<file path="src/rtl/scan_chain_ctrl.sv">
// Scan-test controller for a MUX-D scan chain: buffers one pattern, shifts it in,
// pulses a capture cycle and compacts the chain's scan-out into a 16-bit MISR.
module scan_chain_ctrl #(
   parameter int CHAIN_LEN = 64,
   parameter int CNT_W     = $clog2(CHAIN_LEN + 1)
) (
   input  logic        CLK,
   input  logic        RST,
   input  logic        start,
   input  logic        pat_valid,
   input  logic        pat_bit,
   input  logic        pat_last,
   output logic        pat_ready,
   output logic        SE,
   output logic        SI,
   input  logic        SO,
   output logic        test_mode,
   output logic        busy,
   output logic        done,
   output logic [15:0] sig,
   output logic [2:0]  dbg_state
);

   // Handshake: a pattern bit transfers on a rising edge where pat_valid & pat_ready.
   // pat_ready is decoded from state only, and upstream may hold pat_valid low indefinitely.
   typedef enum logic [2:0] {
      S_IDLE    = 3'd0,
      S_LOAD    = 3'd1,
      S_SHIFT   = 3'd2,
      S_CAPTURE = 3'd3,
      S_FLUSH   = 3'd4,
      S_DONE    = 3'd5
   } state_t;

   localparam logic [CNT_W-1:0] LP_CNT_LAST = CNT_W'(CHAIN_LEN - 1);
   localparam logic [CNT_W-1:0] LP_CNT_ONE  = CNT_W'(1);

   state_t               r_state;
   state_t               w_next;
   logic [CNT_W-1:0]     r_cnt;
   logic [CHAIN_LEN-1:0] r_buf;
   logic                 r_last_f;
   logic                 r_compact_en;
   logic [15:0]          r_sig;

   logic                 w_accept;
   logic                 w_cnt_end;
   logic [CNT_W-1:0]     w_cnt_nxt;
   logic [15:0]          w_misr;

   assign w_accept  = (r_state == S_LOAD) && pat_valid;
   assign w_cnt_end = (r_cnt == LP_CNT_LAST);
   assign w_cnt_nxt = w_cnt_end ? '0 : (r_cnt + LP_CNT_ONE);
   assign w_misr    = ({r_sig[14:0], 1'b0} ^ (r_sig[15] ? 16'h1021 : 16'h0000)) ^ {15'd0, SO};

   always_comb begin
      w_next = r_state;
      case (r_state)
         S_IDLE:    if (start) w_next = S_LOAD;
         S_LOAD:    if (w_accept && w_cnt_end) w_next = S_SHIFT;
         S_SHIFT:   if (w_cnt_end) w_next = S_CAPTURE;
         S_CAPTURE: w_next = r_last_f ? S_FLUSH : S_LOAD;
         S_FLUSH:   if (w_cnt_end) w_next = S_DONE;
         S_DONE:    w_next = S_IDLE;
         default:   w_next = S_IDLE;
      endcase
   end

   always_ff @(posedge CLK) begin
      if (RST) begin
         r_state      <= S_IDLE;
         r_cnt        <= '0;
         r_buf        <= '0;
         r_last_f     <= 1'b0;
         r_compact_en <= 1'b0;
         r_sig        <= 16'h0000;
      end else begin
         r_state <= w_next;
         case (r_state)
            S_IDLE: begin
               r_cnt        <= '0;
               r_compact_en <= 1'b0;
               // The previous signature stays readable until a new session starts.
               if (start) begin
                  r_sig    <= 16'h0000;
                  r_last_f <= 1'b0;
               end
            end
            S_LOAD: begin
               if (w_accept) begin
                  r_buf <= {pat_bit, r_buf[CHAIN_LEN-1:1]};
                  r_cnt <= w_cnt_nxt;
                  if (w_cnt_end) r_last_f <= pat_last;
               end
            end
            S_SHIFT: begin
               r_buf <= {1'b0, r_buf[CHAIN_LEN-1:1]};
               r_cnt <= w_cnt_nxt;
               if (r_compact_en) r_sig <= w_misr;
            end
            S_CAPTURE: r_compact_en <= 1'b1;
            S_FLUSH: begin
               r_cnt <= w_cnt_nxt;
               if (r_compact_en) r_sig <= w_misr;
            end
            default: ;
         endcase
      end
   end

   assign pat_ready = (r_state == S_LOAD);
   assign SE        = (r_state == S_SHIFT) || (r_state == S_FLUSH);
   assign SI        = (r_state == S_SHIFT) && r_buf[0];
   assign busy      = (r_state != S_IDLE);
   assign test_mode = (r_state != S_IDLE);
   assign done      = (r_state == S_DONE);
   assign sig       = r_sig;
   assign dbg_state = r_state;

endmodule

</file>
<file path="config.mk">
export PLATFORM = sky130hd
export DESIGN_NAME = scan_chain_ctrl
export DESIGN_NICKNAME = d
export VERILOG_FILES = /design/src/rtl/scan_chain_ctrl.sv
export SDC_FILE = /design/constraint.sdc
export NUM_CORES = 1
export LEC_CHECK = 0
export ABC_AREA = 1
export BUFFER_PORTS_ARGS = -buffer_cell sky130_fd_sc_hd__buf_2
export CELL_PAD_IN_SITES_DETAIL_PLACEMENT = 0
export CELL_PAD_IN_SITES_GLOBAL_PLACEMENT = 1
export CORE_MARGIN = 2
export CORE_UTILIZATION = 39
export CTS_CLUSTER_SIZE = 30
export DETAILED_ROUTE_END_ITERATION = 6
export PLACE_DENSITY_LB_ADDON = 0.1
export SYNTH_ARGS = -nofsm -noshare
export SYNTH_HDL_FRONTEND = slang
export SYNTH_SLANG_ARGS = --single-unit
</file>
<file path="constraint.sdc">
create_clock -name CLK -period 1.27 [get_ports CLK]
set_input_delay 0.3175 -clock CLK [delete_from_list [all_inputs] [get_ports CLK]]
set_output_delay 0.3175 -clock CLK [all_outputs]
set_load 0.05 [all_outputs]
</file>
# After elaboration in Yosys (flattened, before gate mapping)
# Index checks and enable logic that the tools add are counted.
[word_totals]
rom_bits = 0
latchBits = 0
wordCells = 59
in_bits = 7
mem_bits_rw = 0
memories = 0
output_inout_bits = 25
register_bits = 92
[op_classes]
order_cmp = 0
n_div = 0
eq_ne = 13
addsub = 1
n_shift = 0
bitwise_logic = 2
mux = 20
n_mul = 0
reduce_logical = 17
[ops]
columns = ["cell", "count"]
rows = [
  ["one-hot mux 64 bit (2 select lines)", 1],
  ["two-way mux 64 bit", 1],
  ["two-way mux 16 bit", 2],
  ["one-hot mux 16 bit (2 select lines)", 1],
  ["one-hot mux 7 bit (3 select lines)", 1],
  ["XOR 16 x 1 -> 16 bit", 1],
  ["XOR 16 x 13 -> 16 bit", 1],
  ["two-way mux 3 bit", 5],
  ["one-hot mux 3 bit (5 select lines)", 1],
  ["two-way mux 7 bit", 2],
  ["two-way mux 13 bit", 1],
  ["!= test 2 x 1 -> 1 bit, second input constant", 4],
  ["AND reduction 4 bit", 2],
  ["nonzero test 2 bit", 4],
  ["adder 7 x 1 -> 7 bit, second input constant", 1],
  ["equality test 7 x 6 -> 1 bit, second input constant", 1],
  ["equality test 3 x 2 -> 1 bit, second input constant", 2],
  ["equality test 3 bit, second input constant", 2],
  ["!= test 2 bit, second input constant", 3],
  ["nonzero test 3 bit", 2],
  ["one-hot mux 1 bit (2 select lines)", 2],
  ["AND reduction 2 bit", 2],
  ["equality test 3 x 1 -> 1 bit, second input constant", 1],
  ["logical AND 1 bit", 3],
  ["other kinds (5)", 7],
]

# Logic depth before layout (Yosys ltp)
# Gate-level depths: netlist of the first run.
[logic_depth]
ltp_word = 5
ltp_mapped = 10
depth_no_buf = 10

# Least setup slack after synthesis of the first run
# OpenSTA, ideal clock, no wires.
[synth_timing]
path_kind = "reg-to-output"
startpoint = "reg r_state[2], in the netlist dbg_state[2]"
endpoint = "out done"
path_buffers = 0
arrival_time_ns = 2.025
stages_incl_launch_ff = 3
required_time_ns = 0.952
slack_ns = -1.072
cell_sequence = "dfxtp_1 inv_2 nor3_1"
[synth_between]
elab_chain_cells = 1
[synth_rtl]
columns = ["item", "line_no", "text"]
rows = [
  ["start, declared", "38", "state_t r_state;"],
  ["start signal, assigned", "78", "r_state <= w_next;"],
  ["equality test 3 bit", "116", "assign done = (r_state == S_DONE);"],
  ["end, declared", "19", "output logic done,"],
]
# No other way between the ends.

# Worst setup path after layout of the first run
[layout_timing]
startpoint = "reg r_state[0], in the netlist dbg_state[0]"
endpoint = "out SE"
[layout_between]
elab_chain_cells = 2
elab_cells_between_ends = 3
cone_classes = "eq/ne (2); reduce/logical (1)"
[layout_rtl]
columns = ["item", "line_no", "text"]
rows = [
  ["equality test 3 x 2 -> 1 bit or equality test 3 bit (tied branches)", "112", "assign SE = (r_state == S_SHIFT) || (r_state == S_FLUSH);"],
  ["logical OR 1 bit (*)", "112", ""],
  ["end, declared", "14", "output logic SE,"],
]
# Mark *: on every way between the ends. The rest lies on a longest branch, timed or not.

==> flow_summary.json, run 1 <==
{
  "status": "complete, but fails checks",
  "failed_checks": "setup timing",
  "whs_endpoint": "r_buf[63]",
  "startpoint": "dbg_state[0]",
  "reg2reg_slack_ns": -0.32,
  "drive_gt1_frac": 0.5341,
  "drc": 0,
  "grt_pass1_vias": 3329,
  "hold_depth": 3,
  "placed_area_um2": 4252,
  "cts-root-buf": "clkbuf_8",
  "path_clk_slew_ns": 0.09,
  "worst_slack_ns": -0.3549,
  "reg2reg_from": "dbg_state[1]",
  "critPathKind": "flop to output port",
  "synth_area_leaders": "dfxtp_1, nor2_1, o21ai_1",
  "area_growth_pct": 65.40,
  "clockBufferDepth": 2,
  "initial_utilization": 0.3990,
  "die_w_um": 100.8,
  "dr.pass1.iters": 4,
  "yosysTopAreaCell": "dfxtp_1",
  "final_nets": 589,
  "clkSinkCount": 92,
  "finalHoldViolCount": 0,
  "r2r_cells": 11,
  "via_per_inst": 4.882,
  "crit_path_max_fanout": 5,
  "antenna_found_initial": 0,
  "tightest_slew_ns": 0.2649,
  "row_count": 35,
  "ant_nets": 0,
  "crit_buf_inv": 3,
  "min_period_ns": 1.625,
  "grtUsageMet3": 0.02774,
  "via_count": 3403,
  "hold_buffers": 0,
  "cp-end-kind": "output port",
  "setup_viol": 99,
  "period_share": 1.279,
  "grt_use_met1": 0.2764,
  "worst_ep_required_time_ns": 0.95,
  "grt_use_total": 0.2084,
  "power_leakage_uw": 0.002517,
  "worstPathArrival_ns": 1.31,
  "clock_skew_ns": 0.01033,
  "io_pins": 32,
  "wirelength_um": 9988,
  "netlist_area_um2": 3652,
  "max_freq_mhz": 615.4,
  "syn_nets": 490,
  "hpwlAfterDp_um": 4853,
  "crit-reg2reg-capture": "r_buf[15]",
  "ys_ff_latch": 92,
  "worst_path_max_delay_cell": "dfxtp_4",
  "cap_violations": 0,
  "slew_violations": 0,
  "netlist_instances": 482,
  "antenna_cells": 0,
  "netlist.area_leader.share": 0.5043,
  "clock_latency_ns": 0.37,
  "p_per_area_nw_per_um2": 2743,
  "grt_setup_unrepaired": "yes",
  "cts_made_buffers": 9,
  "die_area_um2": 10150,
  "min_from": "pat_bit",
  "crit_path_start_kind": "flop",
  "instances_no_fill": 697,
  "ys_warn_count": 0,
  "coreArea_um2": 9153,
  "die_h_um": 100.8,
  "grt_first_pass_wirelength_um": 16590,
  "top_usage_layer": "met2",
  "route.detailed.wl_per_inst_um": 14.33,
  "ys_seq_area_frac": 0.5043,
  "place_inst": 636,
  "grt_max_degree": 43,
  "design_area_um2": 6041,
  "critPathTopFamily": "flip-flops",
  "place.gp.congestion": 0.8314,
  "io_buffers": 31,
  "cts_tree": "yes",
  "worstHoldPathType": "input port to flop",
  "overflow": 0,
  "htree_num_levels": 3,
  "yosysUniqueCellTypes": 25,
  "synth_area_per_cell_um2": 7.577,
  "slew_headroom": 0.8234,
  "crit_chain": "inv_6, nand3_4, buf_12, nand2_4, buf_8",
  "cp_slowest_stage_delay_ns": 0.40,
  "drt-initial-drc-count": 114,
  "ir_worst_vdd_mv": 1.215,
  "use_met2": 0.3431
}
synth_stat cells:
master,count
clkbuf_1,8
nor3_1,2
inv_2,7
nand2_2,3
nand3_1,10
dfxtp_1,92
buf_4,3
o31ai_1,1
nand2_1,43
buf_6,8
nor2_1,156
nand4_1,3
maj3_1,1
nand2_4,2
nor2_2,2
ha_1,1
o21ai_0,33
inv_1,16
xor2_1,3
o21ai_1,51
a21oi_1,23
nand3b_1,1
nand3_4,2
nor2_4,2
buf_2,9
repair_timing:
item	4_1_cts	5_1_grt
resized for setup	208	97
setup endpoints to repair	113	105
setup buffers	27	6
pin swaps	31	14
cloned	13	1
worst min-delay path: cells and delay by family:
family | cells | cell delay [ns]
buf+inv | 1 | 0.11
simple gates | 1 | 0.06
compound gates | 1 | 0.05
through the flow:
step             util  hold slack (ns)  setup TNS, ns  power, uW  setup WS [ns]
6_report       0.6600           0.2179         -24.58      16570        -0.3549
5_1_grt        0.6600           0.2297         -30.73      17560        -0.3928
4_1_cts        0.6221           0.2058         -22.22      15470        -0.3398
3_5_place_dp   0.4645           0.4447         -8.054       9838        -0.1290
3_3_place_gp   0.4645           0.4324         -7.222       9763        -0.1035
2_1_floorplan       -           0.3769         -14.52       8691        -0.2717
power breakdown:
| group | switching, uW | total [uW] | internal, uW |
|---|---|---|---|
| combinational | 4550 | 9130 | 4580 |
| clock | 1120 | 2260 | 1130 |
| sequential | 1100 | 5190 | 4090 |
| total | 6770 | 16600 | 9800 |
layer usage:
layer | up-vias | wire [um]
li1 | 1762 | -
met1 | 1601 | 4765
met2 | 30 | 4889
met3 | 10 | 157
met4 | 0 | 176
met5 | - | 0
cell type report:
cell class / instances / area (um^2)
clock buffers: 10 / 127.6
clock inverters: 6 / 96.34
fillers: 744 / 3112
inverters: 23 / 141.4
multi-input cells: 339 / 2155
flip-flops and latches: 92 / 1883
well taps: 111 / 138.9
repair buffers: 115 / 1488
repair inverters: 1 / 11.26
cell usage in the layout (no fill, tap or decap), drive strengths merged, types with 3 or more instances in the layout:
cell,Yosys,layout
a21oi,23,23
buf,20,114
clkbuf,8,11
dfxtp,92,92
inv,23,24
nand2,48,48
nand3,12,12
nand4,3,3
nor2,160,160
o21ai,84,84
xor2,3,3
cell families (layout without fill, tap and decap cells):
family | after synthesis | in the layout | share of synthesized area
compound gates | 108 | 108 | 0.1487
xor+xnor | 3 | 3 | 0.007196
fa+ha+maj | 2 | 2 | 0.006166
simple gates | 226 | 226 | 0.2586
buf+inv | 51 | 155 | 0.07503
flops | 92 | 92 | 0.5043
how the worst max path moves through the flow:
stage / end / slack, ns / cells after the start
floorplan: dbg_state[0] / -0.27 / 10
global placement: r_buf[31] / -0.10 / 7
detailed placement: r_buf[38] / -0.13 / 7
CTS: done / -0.34 / 3
global route: r_buf[15] / -0.39 / 11
finish: SE / -0.35 / 5
registers in the layout (all words and copies together) (netlist names):
signal,count
r_buf,64
sig,16
r_cnt,7
dbg_state,3
r_compact_en,1
r_last_f,1
No activity file was read; power rests on OpenSTA's default activity.
==> inputs of run 2 (changes only) <==
--- a/constraint.sdc
+++ b/constraint.sdc
@@ -3,2 +3,2 @@
 set_output_delay 0.3175 -clock CLK [all_outputs]
-set_load 0.05 [all_outputs]
+set_load 0.1 [all_outputs]
==> run 2 against run 1 <==
  * The flow still finishes with violations (setup timing)
  * First-iteration DRC count decreased by 36%
  * Worst setup slack worse by 0.050 ns
  * Total power increased by 11%
  * Cell area is 5.4% higher
  * Die area stayed put
  * Critical path type unchanged
  * Largest power group unchanged
==> flow_summary.json, run 2 (synthesized netlist as in run 1, its figures left out) <==
{
  "route.detailed.wl_per_inst_um": 14.86,
  "coreArea_um2": 9153,
  "final_nets": 589,
  "worst_path_max_delay_cell": "dfxtp_4",
  "die_area_um2": 10150,
  "grt_use_total": 0.2068,
  "whs_ns": 0.2332,
  "final_common_cell": "nor2_1",
  "p_per_area_nw_per_um2": 2892,
  "r2r_cells": 10,
  "period_share": 1.319,
  "cp-end-kind": "output port",
  "io_buffers": 31,
  "clkSinkCount": 92,
  "hold_buffers": 0,
  "crit-reg2reg-capture": "r_buf[27]",
  "max_freq_mhz": 597.1,
  "cts-root-buf": "clkbuf_8",
  "status": "complete, but fails checks",
  "die_h_um": 100.8,
  "antenna_found_initial": 0,
  "place.gp.congestion": 0.7473,
  "worstPathArrival_ns": 1.36,
  "io_pins": 32,
  "initial_utilization": 0.3990,
  "via_count": 3499,
  "reg2reg_from": "dbg_state[0]",
  "setup_viol": 98,
  "mostFrequentLayoutCells": "nor2_1, dfxtp_1, o21ai_2",
  "grt_max_degree": 48,
  "pre_cts_ws_ns": -0.1645,
  "dr.pass1.iters": 4,
  "min_from": "pat_bit",
  "clockBufferDepth": 2,
  "ir_worst_vdd_mv": 1.430,
  "tightest_slew_ns": 0.3251,
  "die_w_um": 100.8,
  "crit_path_max_fanout": 5,
  "grt_setup_unrepaired": "yes",
  "critPathKind": "flop to output port",
  "cts_tree": "yes",
  "largest_reg_flops": 64,
  "finalHoldViolCount": 0,
  "grt_first_pass_wirelength_um": 16770,
  "cpMostUsedCell": "buf_12",
  "top_register": "r_buf",
  "startpoint": "dbg_state[0]",
  "drt-initial-drc-count": 73,
  "cp_slowest_stage_delay_ns": 0.40,
  "min_period_ns": 1.675,
  "power_leakage_uw": 0.002605,
  "antenna_cells": 0,
  "worst_ep_required_time_ns": 0.95,
  "drc": 0,
  "slew_violations": 0,
  "overflow": 0,
  "via_per_inst": 5.027,
  "ant_nets": 0,
  "worstHoldPathType": "input port to flop",
  "row_count": 35,
  "htree_num_levels": 3,
  "failed_checks": "setup timing",
  "grt_pass1_vias": 3449,
  "drive_gt1_frac": 0.5675,
  "hpwlAfterDp_um": 5006,
  "path_clk_slew_ns": 0.10,
  "crit_path_end": "busy",
  "cap_violations": 0,
  "area_growth_pct": 74.37,
  "crit_chain": "nor2_4, buf_12, nand2_8, buf_12, buf_12",
  "worst_slack_ns": -0.4047,
  "reg2reg_slack_ns": -0.32,
  "slew_headroom": 0.7833,
  "crit_path_start_kind": "flop",
  "clock_skew_ns": 0.01144,
  "clock_latency_ns": 0.36,
  "wirelength_um": 10350,
  "cts_made_buffers": 9
}
run 2: cell types whose count changed in the layout (fill, tap and decap cells not counted), sizes merged:
| cell | previous run | this run |
|---|---|---|
| clkinvlp | 2 | 3 |
| inv | 24 | 26 |
| buf | 114 | 112 |
| bufinv | 2 | 1 |
| clkinv | 2 | 1 |
run 2: worst min-delay path by stage:
stage,cells past startpoint,slack (ns),to
final,3,0.23,r_buf[63]
after global routing,3,0.25,r_buf[63]
after CTS,3,0.22,r_buf[63]
after detailed placement,2,0.44,r_cnt[6]
after global placement,2,0.43,r_cnt[6]
after floorplan,1,0.38,dbg_state[2]
run 2: what timing repair did:
| action | in CTS | in global routing |
|---|---|---|
| setup buffers | 28 | 8 |
| cloned | 14 | 3 |
| setup endpoints to repair | 115 | 108 |
| pin swaps | 34 | 57 |
| gates resized for setup | 206 | 114 |
run 2: report_power, final:
part / internal [uW] / switching (uW) / total [uW]
Clock: 925 / 1120 / 2040
Sequential: 4120 / 1240 / 5360
Combinational: 5230 / 5790 / 11000
Total: 10300 / 8140 / 18400
run 2: per-layer routing:
metal | GRT usage | share of wire | wire length [um] | up-vias
met2 | 0.3641 | 0.53 | 5464 | 47
met4 | 0.05058 | 0.010 | 105 | 0
met5 | 0 | 0 | 0 | -
met3 | 0.03467 | 0.025 | 262 | 6
met1 | 0.2630 | 0.44 | 4514 | 1679
li1 | - | - | - | 1767
run 2: worst max-delay path, delay by kind of cell (launching register included):
family                 cells  cell delay, ns
flip-flops                 1            0.40
buffers and inverters      3            0.39
AND/OR/NAND/NOR            2            0.21
run 2: stage by stage:
| step | utilization | power [uW] | area, um^2 | instances | TNS, ns |
|---|---|---|---|---|---|
| final | 0.6958 | 18420 | 6369 | 696 | -23.32 |
| after global routing | 0.6958 | 19430 | 6369 | 696 | -28.94 |
| after CTS | 0.6592 | 17430 | 6033 | 694 | -25.55 |
| after detailed placement | 0.5084 | 11810 | 4653 | 640 | -10.75 |
| after global placement | 0.5084 | 11710 | 4653 | 640 | -9.409 |
| after floorplan | - | 9688 | 3795 | 482 | -28.09 |
run 2: layout make-up:
class	count	area (um^2)
clock buffer	9	123.9
clock inverter	6	73.82
fill	701	2784
inverter	23	127.6
multi-input combinational	339	2303
sequential	92	1908
tap	111	138.9
timing repair buffer	114	1673
timing repair inverter	2	20.02
==> inputs of run 3 (changes only) <==
CORE_UTILIZATION = 35   (was 39)
==> run 3 against run 2 <==
  * Sequential share of layout area increased by 4.2 points
  * Via count decreased by 5.6%
  * Die area increased by 11%
  * Combinational power decreased by 23%
  * Register-to-register slack improved by 0.02 ns
  * Flip-flop and latch count unchanged
  * Clock skew increased by 0.0015 ns
  * The run still ends with setup timing left
  * Critical path depth decreased by 1
  * Hold slack improved by 0.0031 ns
  * Global-route usage decreased by 4.5 points
  * Routed wire length decreased by 16%
  * Non-clock buffer count decreased by 8
==> flow_summary.json, run 3 (synthesized netlist as in run 1, its figures left out) <==
{
  "max_freq_mhz": 609.2,
  "worstHoldPathType": "input port to flop",
  "worstPathArrival_ns": 1.32,
  "drc": 0,
  "grt_use_total": 0.1614,
  "grt_setup_unrepaired": "yes",
  "cts_tree": "yes",
  "p_per_area_nw_per_um2": 2784,
  "via_count": 3302,
  "cp-end-kind": "output port",
  "mostFrequentLayoutCells": "nor2_1, dfxtp_1, o21ai_1",
  "io_pins": 32,
  "clock_latency_ns": 0.36,
  "ir_worst_vdd_mv": 1.576,
  "worst_ep_required_time_ns": 0.95,
  "via_per_inst": 4.638,
  "antenna_found_initial": 0,
  "hpwlAfterDp_um": 4965,
  "cts-root-buf": "clkbuf_8",
  "crit_chain": "nor2_4, nand2_8, buf_12, buf_12",
  "wirelength_um": 8639,
  "tightest_slew_ns": 0.2639,
  "crit_path_max_fanout": 4,
  "cpMostUsedCell": "buf_12",
  "die_area_um2": 11270,
  "power_leakage_uw": 0.002346,
  "route.detailed.wl_per_inst_um": 12.13,
  "whs_ns": 0.2363,
  "largest_reg_flops": 64,
  "grt_pass1_vias": 3119,
  "utilization": 0.5463,
  "min_period_ns": 1.641,
  "clock_skew_ns": 0.01299,
  "p_total_uw": 15560,
  "worst_slack_ns": -0.3715,
  "path_clk_slew_ns": 0.10,
  "row_count": 37,
  "num-fill-cells": 945,
  "drt-initial-drc-count": 120,
  "dr.pass1.iters": 4,
  "coreArea_um2": 10230,
  "place.gp.congestion": 0.7870,
  "crit_path_start_kind": "flop",
  "io_buffers": 31,
  "critPathKind": "flop to output port",
  "final_nets": 579,
  "final_common_cell": "nor2_1",
  "cts_made_buffers": 9,
  "antenna_cells": 0,
  "grt_max_degree": 41,
  "failed_checks": "setup timing",
  "top_register": "r_buf",
  "slew_violations": 0,
  "area_growth_pct": 53.03,
  "status": "complete, but fails checks",
  "htree_num_levels": 3,
  "die_h_um": 106.2,
  "grt_first_pass_wirelength_um": 14870,
  "die_w_um": 106.2,
  "finalHoldViolCount": 0,
  "setup_viol": 99,
  "cp_slowest_stage_delay_ns": 0.39,
  "period_share": 1.292,
  "critPathTopFamily": "flip-flops",
  "pre_cts_ws_ns": -0.1973,
  "clockBufferDepth": 2,
  "initial_utilization": 0.3570,
  "ant_nets": 0,
  "crit_buf_inv": 2,
  "overflow": 0,
  "clkSinkCount": 92,
  "cap_violations": 0,
  "slew_headroom": 0.8225,
  "worst_path_max_delay_cell": "dfxtp_4",
  "drive_gt1_frac": 0.3767
}
==> run 3: cell count changes in the layout (fill, tap and decap cells not counted), moves of 7 or more <==
cell | previous run | this run
o21ai_2 | 70 | 22
buf_4 | 30 | 49
o21ai_1 | 7 | 56
nor2_2 | 22 | 1
buf_6 | 23 | 12
nor2_1 | 107 | 153
nor2_4 | 31 | 6
buf_16 | 9 | 2
==> run 3: area by class of cell <==
type	instances	area, um^2	area share
clock buffers	10	137.6	0.02463
well taps	136	170.2	0.03045
repair buffers	106	1346	0.2409
multi-input cells	339	1827	0.3268
inverters	23	120.1	0.02149
clock inverters	6	77.57	0.01388
flip-flops and latches	92	1911	0.3418
==> run 3: tightest hold or removal path, cell delays in order <==
cell and delay (ns):
buf_2 0.11, nand2_1 0.07, a21oi_2 0.05
==> run 3: final timing paths <==
kind	slack [ns]	cells past startpoint	from	to
setup reg to reg	-0.30	9	dbg_state[0]	r_buf[31]
hold reg to reg	0.45	2	r_cnt[6]	r_cnt[6]
hold / removal	0.24	3	pat_bit	r_buf[63]
setup / recovery	-0.37	4	dbg_state[0]	busy
==> run 3: timing repair <==
action | CTS | global route
hold buffers | 0 | 0
cloned | 3 | 1
pin swaps | 20 | 16
resized for setup | 82 | 50
endpoints found under the setup margin | 114 | 109
setup buffers | 21 | 10
==> run 3: per-layer routing <==
metal	wire [um]	global-route usage
met5	0	0
met1	4159	0.2156
met2	4149	0.2628
met3	282	0.04108
met4	48	0.03665
==> run 3: through the flow <==
stage               std cells  cell area (um^2)  TNS [ns]
floorplan                 482              3795    -28.09
global placement          662              4674    -6.938
detailed placement        662              4674    -6.707
CTS                       702              5339    -22.98
global route              712              5589    -29.78
finish                    712              5589    -23.61
==> run 3: where the power goes <==
group          switching, uW  internal (uW)
Combinational           4790           3730
Sequential               808           4120
Clock                   1120           1000
Total                   6720           8850
